`src/rtl/poly_tobytes_packer_if.sv`:
```
// -----------------------------------------------------------------------------
// poly_tobytes_packer_if
// Purpose : Bundles the coefficient input stream, the packed byte output stream
//           and the sticky error flag of the poly_tobytes packer.
// Signals : in_valid/in_ready/in_coef   - signed coefficient stream (upstream)
//           out_valid/out_ready/out_byte - packed byte stream (downstream)
//           out_last                     - marks the final byte of a frame
//           coef_err                     - sticky out-of-range coefficient flag
// Modports: slave  - the packer itself
//           master - the environment driving coefficients and taking bytes
// -----------------------------------------------------------------------------
interface poly_tobytes_packer_if #(
    parameter int COEF_W = 16
);
    logic              in_valid;
    logic              in_ready;
    logic [COEF_W-1:0] in_coef;
    logic              out_valid;
    logic              out_ready;
    logic [7:0]        out_byte;
    logic              out_last;
    logic              coef_err;

    modport slave (
        input  in_valid, in_coef, out_ready,
        output in_ready, out_valid, out_byte, out_last, coef_err
    );

    modport master (
        output in_valid, in_coef, out_ready,
        input  in_ready, out_valid, out_byte, out_last, coef_err
    );
endinterface

```
`src/rtl/poly_tobytes_packer.sv`:
```
// -----------------------------------------------------------------------------
// poly_tobytes_packer
// Purpose : Takes signed, Barrett-reduced coefficients one per handshake,
//           freezes each into [0, KYBER_Q-1] and packs every pair (a0, a1)
//           into three bytes in Kyber poly_tobytes order:
//              byte0 = a0[7:0], byte1 = {a1[3:0], a0[11:8]}, byte2 = a1[11:4]
//           NCOEF coefficients form one frame of NCOEF*3/2 bytes; out_last
//           flags the frame's final byte.
// Ports   : clk  - clock, all state on rising edge
//           rst  - asynchronous active-high reset
//           bus  - poly_tobytes_packer_if.slave (coefficient in, byte out,
//                  out_last, sticky coef_err)
// -----------------------------------------------------------------------------
module poly_tobytes_packer #(
    parameter int KYBER_Q = 3329,
    parameter int NCOEF   = 256,
    parameter int COEF_W  = 16
) (
    input  logic                 clk,
    input  logic                 rst,
    poly_tobytes_packer_if.slave bus
);
    localparam int PAIRS = NCOEF / 2;
    localparam int CNT_W = (PAIRS > 1) ? $clog2(PAIRS) : 1;
    localparam int EXT_W = COEF_W + 2;

    localparam logic [CNT_W-1:0]        LAST_PAIR = CNT_W'(PAIRS - 1);
    localparam logic signed [EXT_W-1:0] Q_EXT     = EXT_W'(KYBER_Q);
    localparam logic signed [EXT_W-1:0] LO_EXT    = EXT_W'(-(KYBER_Q - 1));
    localparam logic signed [EXT_W-1:0] HI_EXT    = EXT_W'(2 * KYBER_Q - 1);

    typedef enum logic [2:0] {
        S_A0,
        S_A1,
        S_B0,
        S_B1,
        S_B2
    } state_t;

    state_t                  state_q, state_d;
    logic [11:0]             a0_q, a0_d;
    logic [11:0]             a1_q, a1_d;
    logic [CNT_W-1:0]        pairCount_q, pairCount_d;
    logic                    outValid_q, outValid_d;
    logic [7:0]              outByte_q, outByte_d;
    logic                    outLast_q, outLast_d;
    logic                    coefErr_q, coefErr_d;

    logic signed [EXT_W-1:0] coefExt;
    logic signed [EXT_W-1:0] frozenFull;
    logic [11:0]             frozen;
    logic                    coefOutOfRange;
    logic                    unusedFrozenHi;
    logic                    inReady;
    logic                    inFire;
    logic                    outFire;

    // Freeze: one conditional add or subtract of Q brings any legal reduced
    // value into [0, Q-1]. The input is widened by two bits so neither the
    // add nor the subtract can overflow. Out-of-range inputs still produce
    // the low 12 bits of the same arithmetic; only the error flag differs.
    always_comb begin
        coefExt = {{2{bus.in_coef[COEF_W-1]}}, bus.in_coef};
        if (coefExt[EXT_W-1]) begin
            frozenFull = coefExt + Q_EXT;
        end else if (coefExt >= Q_EXT) begin
            frozenFull = coefExt - Q_EXT;
        end else begin
            frozenFull = coefExt;
        end
        coefOutOfRange = (coefExt < LO_EXT) || (coefExt > HI_EXT);
    end

    assign frozen         = frozenFull[11:0];
    assign unusedFrozenHi = ^frozenFull[EXT_W-1:12];

    // Input is only taken while collecting a pair; once bytes are pending the
    // upstream is stalled until the third byte has gone out.
    assign inReady = (state_q == S_A0) || (state_q == S_A1);
    assign inFire  = bus.in_valid && inReady;
    assign outFire = outValid_q && bus.out_ready;

    // Next-state logic. The byte outputs are registered, so each state loads
    // the byte that becomes visible in the *following* state: accepting a1
    // preloads byte0, and every byte transfer preloads the next byte. Without
    // a transfer nothing moves, which keeps outputs stable under backpressure.
    always_comb begin
        state_d     = state_q;
        a0_d        = a0_q;
        a1_d        = a1_q;
        pairCount_d = pairCount_q;
        outValid_d  = outValid_q;
        outByte_d   = outByte_q;
        outLast_d   = outLast_q;
        coefErr_d   = coefErr_q | (inFire & coefOutOfRange);

        case (state_q)
            S_A0: begin
                if (inFire) begin
                    a0_d    = frozen;
                    state_d = S_A1;
                end
            end
            S_A1: begin
                if (inFire) begin
                    a1_d       = frozen;
                    outValid_d = 1'b1;
                    outByte_d  = a0_q[7:0];
                    outLast_d  = 1'b0;
                    state_d    = S_B0;
                end
            end
            S_B0: begin
                if (outFire) begin
                    outByte_d = {a1_q[3:0], a0_q[11:8]};
                    state_d   = S_B1;
                end
            end
            S_B1: begin
                if (outFire) begin
                    outByte_d = a1_q[11:4];
                    outLast_d = (pairCount_q == LAST_PAIR);
                    state_d   = S_B2;
                end
            end
            S_B2: begin
                if (outFire) begin
                    outValid_d  = 1'b0;
                    outByte_d   = 8'h00;
                    outLast_d   = 1'b0;
                    pairCount_d = (pairCount_q == LAST_PAIR) ? '0 : pairCount_q + 1'b1;
                    state_d     = S_A0;
                end
            end
            default: begin
                state_d = S_A0;
            end
        endcase
    end

    // State and datapath registers. Reset discards any partial pair and any
    // pending bytes and restarts the frame count at pair 0.
    always_ff @(posedge clk or posedge rst) begin
        if (rst) begin
            state_q     <= S_A0;
            a0_q        <= '0;
            a1_q        <= '0;
            pairCount_q <= '0;
            outValid_q  <= 1'b0;
            outByte_q   <= 8'h00;
            outLast_q   <= 1'b0;
            coefErr_q   <= 1'b0;
        end else begin
            state_q     <= state_d;
            a0_q        <= a0_d;
            a1_q        <= a1_d;
            pairCount_q <= pairCount_d;
            outValid_q  <= outValid_d;
            outByte_q   <= outByte_d;
            outLast_q   <= outLast_d;
            coefErr_q   <= coefErr_d;
        end
    end

    assign bus.in_ready  = inReady;
    assign bus.out_valid = outValid_q;
    assign bus.out_byte  = outByte_q;
    assign bus.out_last  = outLast_q;
    assign bus.coef_err  = coefErr_q;
endmodule

```
`src/flat_wrapper.sv`:
```
// flat-port wrapper written by rule: the top's interface ports become plain ports
module poly_tobytes_packer_flat 
#(
    parameter int KYBER_Q = 3329,
    parameter int NCOEF   = 256,
    parameter int COEF_W  = 16
)
  (clk, rst, bus_in_valid, bus_in_coef, bus_out_ready, bus_in_ready, bus_out_valid, bus_out_byte, bus_out_last, bus_coef_err);
  poly_tobytes_packer_if #(.COEF_W(COEF_W)) bus_i ();
  input  logic clk;
  input  logic rst;
  input wire logic [$bits(bus_i.in_valid)-1:0] bus_in_valid;
  input wire logic [$bits(bus_i.in_coef)-1:0] bus_in_coef;
  input wire logic [$bits(bus_i.out_ready)-1:0] bus_out_ready;
  output wire logic [$bits(bus_i.in_ready)-1:0] bus_in_ready;
  output wire logic [$bits(bus_i.out_valid)-1:0] bus_out_valid;
  output wire logic [$bits(bus_i.out_byte)-1:0] bus_out_byte;
  output wire logic [$bits(bus_i.out_last)-1:0] bus_out_last;
  output wire logic [$bits(bus_i.coef_err)-1:0] bus_coef_err;
  assign bus_i.in_valid = bus_in_valid;
  assign bus_i.in_coef = bus_in_coef;
  assign bus_i.out_ready = bus_out_ready;
  assign bus_in_ready = bus_i.in_ready;
  assign bus_out_valid = bus_i.out_valid;
  assign bus_out_byte = bus_i.out_byte;
  assign bus_out_last = bus_i.out_last;
  assign bus_coef_err = bus_i.coef_err;
  poly_tobytes_packer #(.KYBER_Q(KYBER_Q), .NCOEF(NCOEF), .COEF_W(COEF_W)) u_core (.clk(clk), .rst(rst), .bus(bus_i));
endmodule
```
`config.mk`:
```
export PLATFORM = sky130hd
export DESIGN_NAME = poly_tobytes_packer_flat
export DESIGN_NICKNAME = d
export VERILOG_FILES = /design/src/rtl/poly_tobytes_packer_if.sv /design/src/rtl/poly_tobytes_packer.sv /design/src/flat_wrapper.sv
export SDC_FILE = /design/constraint.sdc
export NUM_CORES = 1
export LEC_CHECK = 0
export BUFFER_PORTS_ARGS = -buffer_cell sky130_fd_sc_hd__buf_2
export CORE_MARGIN = 8
export CORE_UTILIZATION = 63
export CTS_CLUSTER_SIZE = 40
export DETAILED_ROUTE_END_ITERATION = 8
export HOLD_SLACK_MARGIN = 0.1
export PLACE_DENSITY = 0.85
export SYNTH_ARGS = -nofsm -noshare
export SYNTH_HDL_FRONTEND = slang
export SYNTH_SLANG_ARGS = --single-unit
export TNS_END_PERCENT = 20
```
`constraint.sdc`:
```
create_clock -name clk -period 2.73 [get_ports clk]
set_input_delay 0.546 -clock clk [delete_from_list [all_inputs] [get_ports clk]]
set_output_delay 0.546 -clock clk [all_outputs]
set_load 0.01 [all_outputs]
```
=== After elaboration in Yosys (flattened, before gate mapping) ===
Index checks and enable logic that the tools add are counted.

* Register bits after elaboration: 45
* Bits in latches: 0
* Memory bits (writable): 0
* Bits in read-only memories: 0
* Word-level logic and storage cells: 61
* Memories kept: 0

* Add/subtract/negate cells: 3
* Multiply operators: 0
* Div/mod/pow operators: 0
* Order comparisons: 3
* Equal/unequal tests: 10
* Shifts and indexed selects: 0
* Muxes and demuxes: 20
* Bitwise operators: 2
* Reduce and logical (&&, ||, !) cells: 15

{| class="wikitable"
|+ Operators by type and width
! kind !! number
|-
| $mux 8 || 4
|-
| $pmux 8 s4 || 1
|-
| $mux 12 || 2
|-
| $ge 16x13->1 const B || 1
|-
| $gt 16x14->1 const B || 1
|-
| $lt 16x13->1 const B || 1
|-
| $mux 3 || 5
|-
| $pmux 3 s5 || 1
|-
| $add 12x11->12 const B || 1
|-
| $sub 12x11->12 const B || 1
|-
| $ne 2x1->1 const B || 5
|-
| $reduce_and 5->1 || 2
|-
| $add 7x1->7 const B || 1
|-
| $eq 7x7->1 const B || 1
|-
| $mux 7 || 1
|-
| $eq 3x2->1 const B || 2
|-
| $reduce_and 2->1 || 3
|-
| $mux 1 || 4
|-
| $reduce_and 4->1 || 1
|-
| $reduce_bool 4->1 || 1
|-
| $eq 3x1->1 const B || 1
|-
| $eq 3x3->1 const B || 1
|-
| $logic_not 3->1 || 1
|-
| $pmux 1 s3 || 1
|-
| 8 further kinds || 10
|}

=== Longest topological paths before layout ===
Gate-level depths: netlist of the first run.

* Depth after elaboration: 5
* Depth in mapped cells: 8
* Depth with buffers taken out: 7

=== Worst setup path after synthesis of the first run ===
No wires, ideal clock.

* Path kind: input to register
* From: input port bus_in_coef[15]
* To: register u_core.a1_q[6]
* Library setup time: 0.134 ns
* Arrival time: 2.065 ns
* Required time: 2.596 ns
* Slack: 0.531 ns
* Stages: 6
* Buffers on the path: 1
* Path through: buf_2 -> nor4_1 -> o41ai_4 -> or2_2 -> a221oi_1 -> o21ai_0

* Cells in the longest elaborated chain, start to end: 3

{| class="wikitable"
|+ RTL lines
! element !! RTL line !! source
|-
| start: declaration || flat_wrapper.sv:13 || <nowiki>input wire logic [$bits(bus_i.in_coef)-1:0] bus_in_coef;</nowiki>
|-
| $ge 16x13->1 || poly_tobytes_packer.sv:66 || <nowiki>end else if (coefExt >= Q_EXT) begin</nowiki>
|-
| $mux 12 || poly_tobytes_packer.sv:66 ||
|-
| $mux 12 (*) || poly_tobytes_packer.sv:64 || <nowiki>if (coefExt[EXT_W-1]) begin</nowiki>
|-
| end signal: assignment || poly_tobytes_packer.sv:147 || <nowiki>a1_q <= '0;</nowiki>
|-
| end signal: assignment || poly_tobytes_packer.sv:156 || <nowiki>a1_q <= a1_d;</nowiki>
|-
| end: declaration || poly_tobytes_packer.sv:42 || <nowiki>logic [11:0] a1_q, a1_d;</nowiki>
|}

Every way passes the cells marked *; elsewhere a longest branch is shown, timed or not.
A chain may end at the register's enable or synchronous reset.

=== Worst setup path in the final report of the first run ===
* From: input port bus_in_coef[0]
* To: register u_core.a0_q[6]

* Cells in the longest elaborated chain, start to end: 3
* Elaborated cells between the ends (all ways): 5

{| class="wikitable"
|+ RTL lines
! element !! RTL line !! source
|-
| $ge 16x13->1 or $sub 12x11->12 (tied branches) || poly_tobytes_packer.sv:66, poly_tobytes_packer.sv:67 ||
|-
| $mux 12 || poly_tobytes_packer.sv:66 ||
|-
| $mux 12 (*) || poly_tobytes_packer.sv:64 ||
|-
| end signal: assignment || poly_tobytes_packer.sv:146 || <nowiki>a0_q <= '0;</nowiki>
|-
| end signal: assignment || poly_tobytes_packer.sv:155 || <nowiki>a0_q <= a0_d;</nowiki>
|-
| end: declaration || poly_tobytes_packer.sv:41 || <nowiki>logic [11:0] a0_q, a0_d;</nowiki>
|}

Marks and branches as above.

==> results.cfg, run 1 <==
[run_status]
status = finished clean

[floorplan]
num_rows = 24
die_h_microns = 82.22
die-area_sq_um = 6760
core_sq_um = 4294
die_w_microns = 82.22
initial_utilization_pct = 64.34
ios = 32

[timing]
hold_violations = 0
fmax_mhz = 433.6
slew_headroom_pct = 46.05
tightest_slew_ns = 0.8043
setup_viol = 0
timing.setup.tns_ns = 0
period_share_pct = 84.48
drv_slew = 0
post-route-min-period_ns = 2.306
skew_ns = 0.007559
rsz0062_at_grt = no

[synth]
postSynthCellCount = 320
ys_seq_area_share_pct = 40.76
syn_avg_cell_area_sq_um = 8.633
synth_area_leader_cell = dfrtp_1
async_reset_ff_share_pct = 100.0
synth.most_common_cell = nand2_1
synthesis.area_sq_um = 2763
synth-edff-count = 0
synthTopCellsByArea = dfrtp_1 41%, nand2_1 7.9%, mux2_2 7.3%
yosys-top-cells-count = 58 x nand2_1, 45 x dfrtp_1, 34 x o21ai_0
synth_top_area_share_pct = 40.76
synth_top_flop_cell = dfrtp_1
ys_types = 47
yosys_warnings = 0
yosys_register_bits = 45
syn_nets = 344

[routing]
wl_met3_microns = 295
highest_layer = met4
vias_per_cell = 6.303
firstDrtPassIters = 4
drt_iter0_drc = 209
met1Wirelength_microns = 3035
wl_per_cell_microns = 16.34
vias = 2521
route.met2.wl_microns = 3025
drt_drc_violations_left = 0
wl_microns = 6536
final_antenna_net_count = 0

[worst_setup_path]
worstPathRequired_ns = 2.91
crit_type = in -> reg
cp_max_fo = 12
crit_path_end_kind = flip-flop
start_kind = input pin
arrival_ns = 2.49

[clock_tree]
htree_levels = 2
root_buffer = clkbuf_8
hold_buffers = 0
cts_resized = 0
clk_pin_slew_ns = 0.09
tritoncts = done
postCtsSetupBuffers = 0
ctsLongestPathBuffers = 2
cts_made_buffers = 5
clkLatencyLatePin_ns = 0.30
cts.sinks = 45

[place]
hpwl_microns = 4939
gp_congestion = 0.9217
port_buffers = 31
dp_cells = 392
placed_cell_area_sq_um = 2980

[finish]
area.growth.synth_to_final_pct = 11.37
design_area_sq_um = 3077
diodes = 0
stdcell_count = 400
finalNetCount = 371
drive_gt1_share_pct = 21.55
final_core_utilization_pct = 71.65

[global_routing]
grt_pass1_vias = 2376
grt_overflow_total = 0
antenna_found_initial = 0
grt_max_degree = 26
grt_pass1_wl_microns = 11000
grt_use_total_pct = 20.46

[min_path]
hold_path.class = in -> async

[power_and_ir_drop]
clkPwrFrac_pct = 15.9
power.total_w = 0.002739
peakVddDrop_uv = 283.6
seq_power_share_pct = 42.7
p_comb_share_pct = 41.4
p_int_w = 0.001668
p_leak_nw = 1.340
p_per_area_nw_per_um2 = 890.3
p_sw_w = 0.001071
p_sw_share_pct = 39.10

[run]
cap_violations = 0
==> through the flow <==
stage               hold WS [ns]  setup WS (ns)
detailed placement        0.4542         0.1130
CTS                       0.3111         0.4404
global route              0.3486         0.2522
floorplan                 0.4380         0.5307
global placement          0.4485         0.2464
finish                    0.2898         0.4237
==> per-layer routing <==
| layer | track usage, % | vias up |
|---|---|---|
| li1 | - | 1222 |
| met1 | 26.86 | 1199 |
| met2 | 32.89 | 85 |
| met3 | 1.840 | 15 |
| met4 | 10.53 | 0 |
| met5 | 0 | - |
==> sequential cells by signal, indices dropped and copies added, names as in the netlist <==
signal and flops:
u_core.pairCount_q 7, u_core.a1_q 12, u_core.state_q 3, u_core.bus.out_valid 1
u_core.bus.coef_err 1, u_core.bus.out_last 1, u_core.a0_q 12, u_core.bus.out_byte 8
==> power groups by stage <==
stage	clock [W]	combinational, W	sequential, W
2_1_floorplan	0	0.000871	0.00108
3_3_place_gp	0	0.00108	0.00116
3_5_place_dp	0	0.00113	0.00117
4_1_cts	0.000436	0.00114	0.00116
5_1_grt	0.000464	0.00127	0.00121
6_report	0.000435	0.00113	0.00117
==> logic make-up after synthesis <==
family / Yosys count / share of synthesized area (%)
adders and majority gates: 4 / 1.812
DFF: 45 / 40.76
and+or+nand+nor: 124 / 21.83
buffers and inverters: 29 / 4.031
xor gates and xnor gates: 11 / 3.488
AOI/OAI and AO/OA: 86 / 19.66
muxes: 21 / 8.424
==> layout make-up <==
class                      instances  area, sq um
sequential                        45         1126
inverter                           7        26.28
timing repair buffer              42        237.7
multi-input combinational        246         1525
fill                             343         1217
clock buffer                       6        82.58
tap                               52        65.06
clock inverter                     2        13.76
==> path summary, 6_finish.rpt <==
kind / from / endpoint / slack, ns / depth (start not counted)
hold / removal: rst / u_core.pairCount_q[0] / 0.29 / 2
hold reg to reg: u_core.bus.coef_err / u_core.bus.coef_err / 0.46 / 1
setup / recovery: bus_in_coef[0] / u_core.a0_q[6] / 0.42 / 9
setup reg to reg: u_core.state_q[0] / u_core.bus.out_byte[2] / 0.75 / 5
max in group asynchronous: rst / u_core.a0_q[1] / 1.72 / 3
min in group clk: u_core.bus.coef_err / u_core.bus.coef_err / 0.46 / 1
==> worst max-delay path, stage by stage <==
cell	delay [ns]
buf_2	0.12
inv_1	0.09
ha_1	0.23
nor4b_1	0.42
a211oi_1	0.14
buf_4	0.19
or2_2	0.31
a221oi_1	0.31
o21ai_0	0.12
==> cells in the final DEF, fill, tap and decap left out, types with 2 or more instances in the layout <==
master | synthesis | routed
mux2i_1 | 3 | 3
buf_2 | 2 | 31
ha_1 | 4 | 4
o2111ai_1 | 2 | 2
nor2_1 | 16 | 16
xor2_1 | 3 | 3
inv_1 | 7 | 6
buf_4 | 0 | 11
nor4_1 | 3 | 3
a41o_1 | 2 | 2
o211ai_1 | 2 | 2
o31ai_1 | 5 | 5
o311ai_0 | 2 | 2
and3_1 | 2 | 2
nand2_1 | 58 | 58
nand2b_1 | 4 | 4
or3_1 | 2 | 2
or4_1 | 5 | 5
nand3_1 | 7 | 7
dfrtp_1 | 45 | 45
or2_2 | 3 | 3
nand4_1 | 6 | 6
o22ai_1 | 11 | 11
a211oi_1 | 3 | 3
nor2b_1 | 3 | 3
and4_1 | 2 | 2
mux2_2 | 18 | 18
xnor2_1 | 8 | 8
o21ai_0 | 34 | 34
nor4b_1 | 2 | 2
clkbuf_8 | 0 | 6
nor3_1 | 6 | 6
a21oi_1 | 16 | 16
(Power assumes the default switching activity.)
==> run 2: changes to the inputs <==
Settings changed: ABC_AREA from default to 1, CORE_UTILIZATION 63 to 53, PLACE_DENSITY 0.85 to 0.76.
Clock period 2.73 ns to 2 ns, I/O delays scaled along.
==> run 2 against run 1 <==
Against the previous run: setup slack lost 0.24 ns; clock power is 28% higher; cell count grew 25%; core utilization is 9.8 points lower; via count up 3.6%; first-iteration DRC count down 0.48%; clock-buffer cell count rose by 1; flip-flop and latch count stayed put; cell area up 0.77%; sequential power grew 29%; area after synthesis is 2.1% lower; critical path type is now reg -> out; largest cell class unchanged; largest power group is now combinational cells; highest routed layer unchanged.
==> results.cfg, run 2 <==
[synth]
synth_fa_ha_area_share_pct = 1.850
synth.most_common_cell = nand2_1
ys_seq_area_share_pct = 41.63
synth_xor_area_share_pct = 1.943
synthesis.area_sq_um = 2705
yosys.area_share.simple_pct = 37.56
async_reset_ff_share_pct = 100.0
yosys_warnings = 0
muxShareOfSynthArea_pct = 0
synthTopCellsByArea = dfrtp_1 42%, nand2_1 20%, nand3_1 7.8%
syn_avg_cell_area_sq_um = 7.008
syn_nets = 410
synth_top_flop_cell = dfrtp_1
synth-edff-count = 0
synth_top_area_share_pct = 41.63
synth_top_family_by_area = simple AND/OR/NAND/NOR gates
yosys_register_bits = 45
synth_compound_area_share_pct = 9.667
synth_area_leader_cell = dfrtp_1
postSynthCellCount = 386
ys_types = 28
yosys-top-cells-count = 147 x nand2_1, 45 x dfrtp_1, 42 x nand3_1

[min_path]
hold_path.class = in -> async

[timing]
timing.setup.tns_ns = 0
post-route-min-period_ns = 1.819
fmax_mhz = 549.9
whs_ns = 0.1239
setup_viol = 0
period_share_pct = 90.93
setup_ws_ns = 0.1814
tightest_slew_ns = 0.7271
hold_violations = 0
slew_headroom_pct = 51.23
rsz0062_at_grt = no
drv_slew = 0
skew_ns = 0.004844

[floorplan]
die-area_sq_um = 7646
ios = 32
initial_utilization_pct = 54.00
die_w_microns = 87.44
die_h_microns = 87.44
core_sq_um = 5010
num_rows = 26

[routing]
drt_iter0_drc = 208
drt_drc_violations_left = 0
firstDrtPassIters = 4
final_antenna_net_count = 0
vias = 2612
wl_microns = 6484
vias_per_cell = 5.234
wl_per_cell_microns = 12.99

[worst_setup_path]
worstPathRequired_ns = 1.60
crit_start = u_core.state_q[2]
start_kind = flip-flop
cp_max_fo = 8
crit_type = reg -> out
timing.rr.start = u_core.state_q[2]
crit_path_end_kind = output pin
arrival_ns = 1.42

[finish]
diodes = 0
finalNetCount = 453
final_common_cell = nand2_1
final_cell_mix = 147 x nand2_1, 45 x dfrtp_1, 41 x nand3_1, 39 x inv_1, 31 x buf_2
area.growth.synth_to_final_pct = 14.62
drive_gt1_share_pct = 14.45
final_core_utilization_pct = 61.89

[power_and_ir_drop]
p_int_w = 0.002248
power.total_w = 0.003933
p_leak_nw = 1.604
seq_power_share_pct = 38.5
p_sw_w = 0.001685
peakVddDrop_uv = 526.8
p_sw_share_pct = 42.84
clkPwrFrac_pct = 14.2
p_comb_share_pct = 47.4
p_per_area_nw_per_um2 = 1269

[clock_tree]
htree_levels = 2
cts_made_buffers = 5
clk_pin_slew_ns = 0.08
ctsLongestPathBuffers = 2
tritoncts = done
root_buffer = clkbuf_8
hold_buffers = 0
cts.sinks = 45
clkLatencyLatePin_ns = 0.29

[place]
gp_congestion = 0.9082
hpwl_microns = 5118
port_buffers = 31
post-place-ws_ns = -0.02810

[run]
cap_violations = 0

[global_routing]
grt_pass1_vias = 2551
grt_pass1_wl_microns = 11280
grt_max_degree = 28
antenna_found_initial = 0
grt_overflow_total = 0
grt_use_total_pct = 18.58

[run_status]
status = finished clean
[run 2: power by group through the flow]
stage                     clock [W]  sequential (W)  combinational (W)
after floorplan                   0         0.00150            0.00135
after global placement            0         0.00151            0.00183
after detailed placement          0         0.00152            0.00187
after CTS                  0.000567         0.00151            0.00188
after global routing       0.000615         0.00155            0.00212
final                      0.000557         0.00151            0.00186
[run 2: through the flow]
step           area (sq um)  std cells
6_report               3100        499
5_1_grt                3100        499
4_1_cts                3095        499
3_5_place_dp           3009        492
3_3_place_gp           3009        492
2_1_floorplan          2705        386
[run 2: layer usage]
metal,part of all wire (%),up-vias,routed length [microns],GRT usage (%)
met3,5.3,11,342,2.925
li1,-,1322,-,-
met5,0,-,0,0
met4,1.9,0,122,7.969
met1,45,1203,2949,23.27
met2,47,76,3070,30.72
[run 2: final timing paths]
check	endpoint	slack [ns]	cells after the start
worst min register to register	u_core.bus.coef_err	0.47	2
worst min-delay path	u_core.pairCount_q[4]	0.12	2
worst max-delay path	bus_in_ready	0.18	5
max in group asynchronous	u_core.a0_q[2]	1.35	3
min in group clk	u_core.bus.coef_err	0.40	3
worst max register to register	u_core.bus.out_last	0.22	10
[run 2: cells by family after synthesis]
group,Yosys count
AND/OR/NAND/NOR,238
AO/OA/AOI/OAI,43
adder cells (fa/ha/maj),4
flip-flops,45
buffers and inverters,50
XOR/XNOR,6
[run 2: final cells by class]
class	instances	area [sq um]
well taps	70	87.58
multi-input cells	291	1385
flip-flops and latches	45	1126
inverters	44	165.2
clock buffers	7	86.33
repair buffers	42	250.2
fillers	477	1909
[run 2: worst max-delay path, cell delays in order (launching register included)]
cell     delay, ns
dfrtp_1       0.46
nor2_4        0.15
buf_4         0.16
nand2_1       0.07
nand2_1       0.13
buf_2         0.15
[run 2: repair_timing]
| item | in CTS | in global routing |
|---|---|---|
| resized for setup | 0 | 1 |
| setup buffers | 0 | 0 |
| setup endpoints to repair | 0 | 1 |
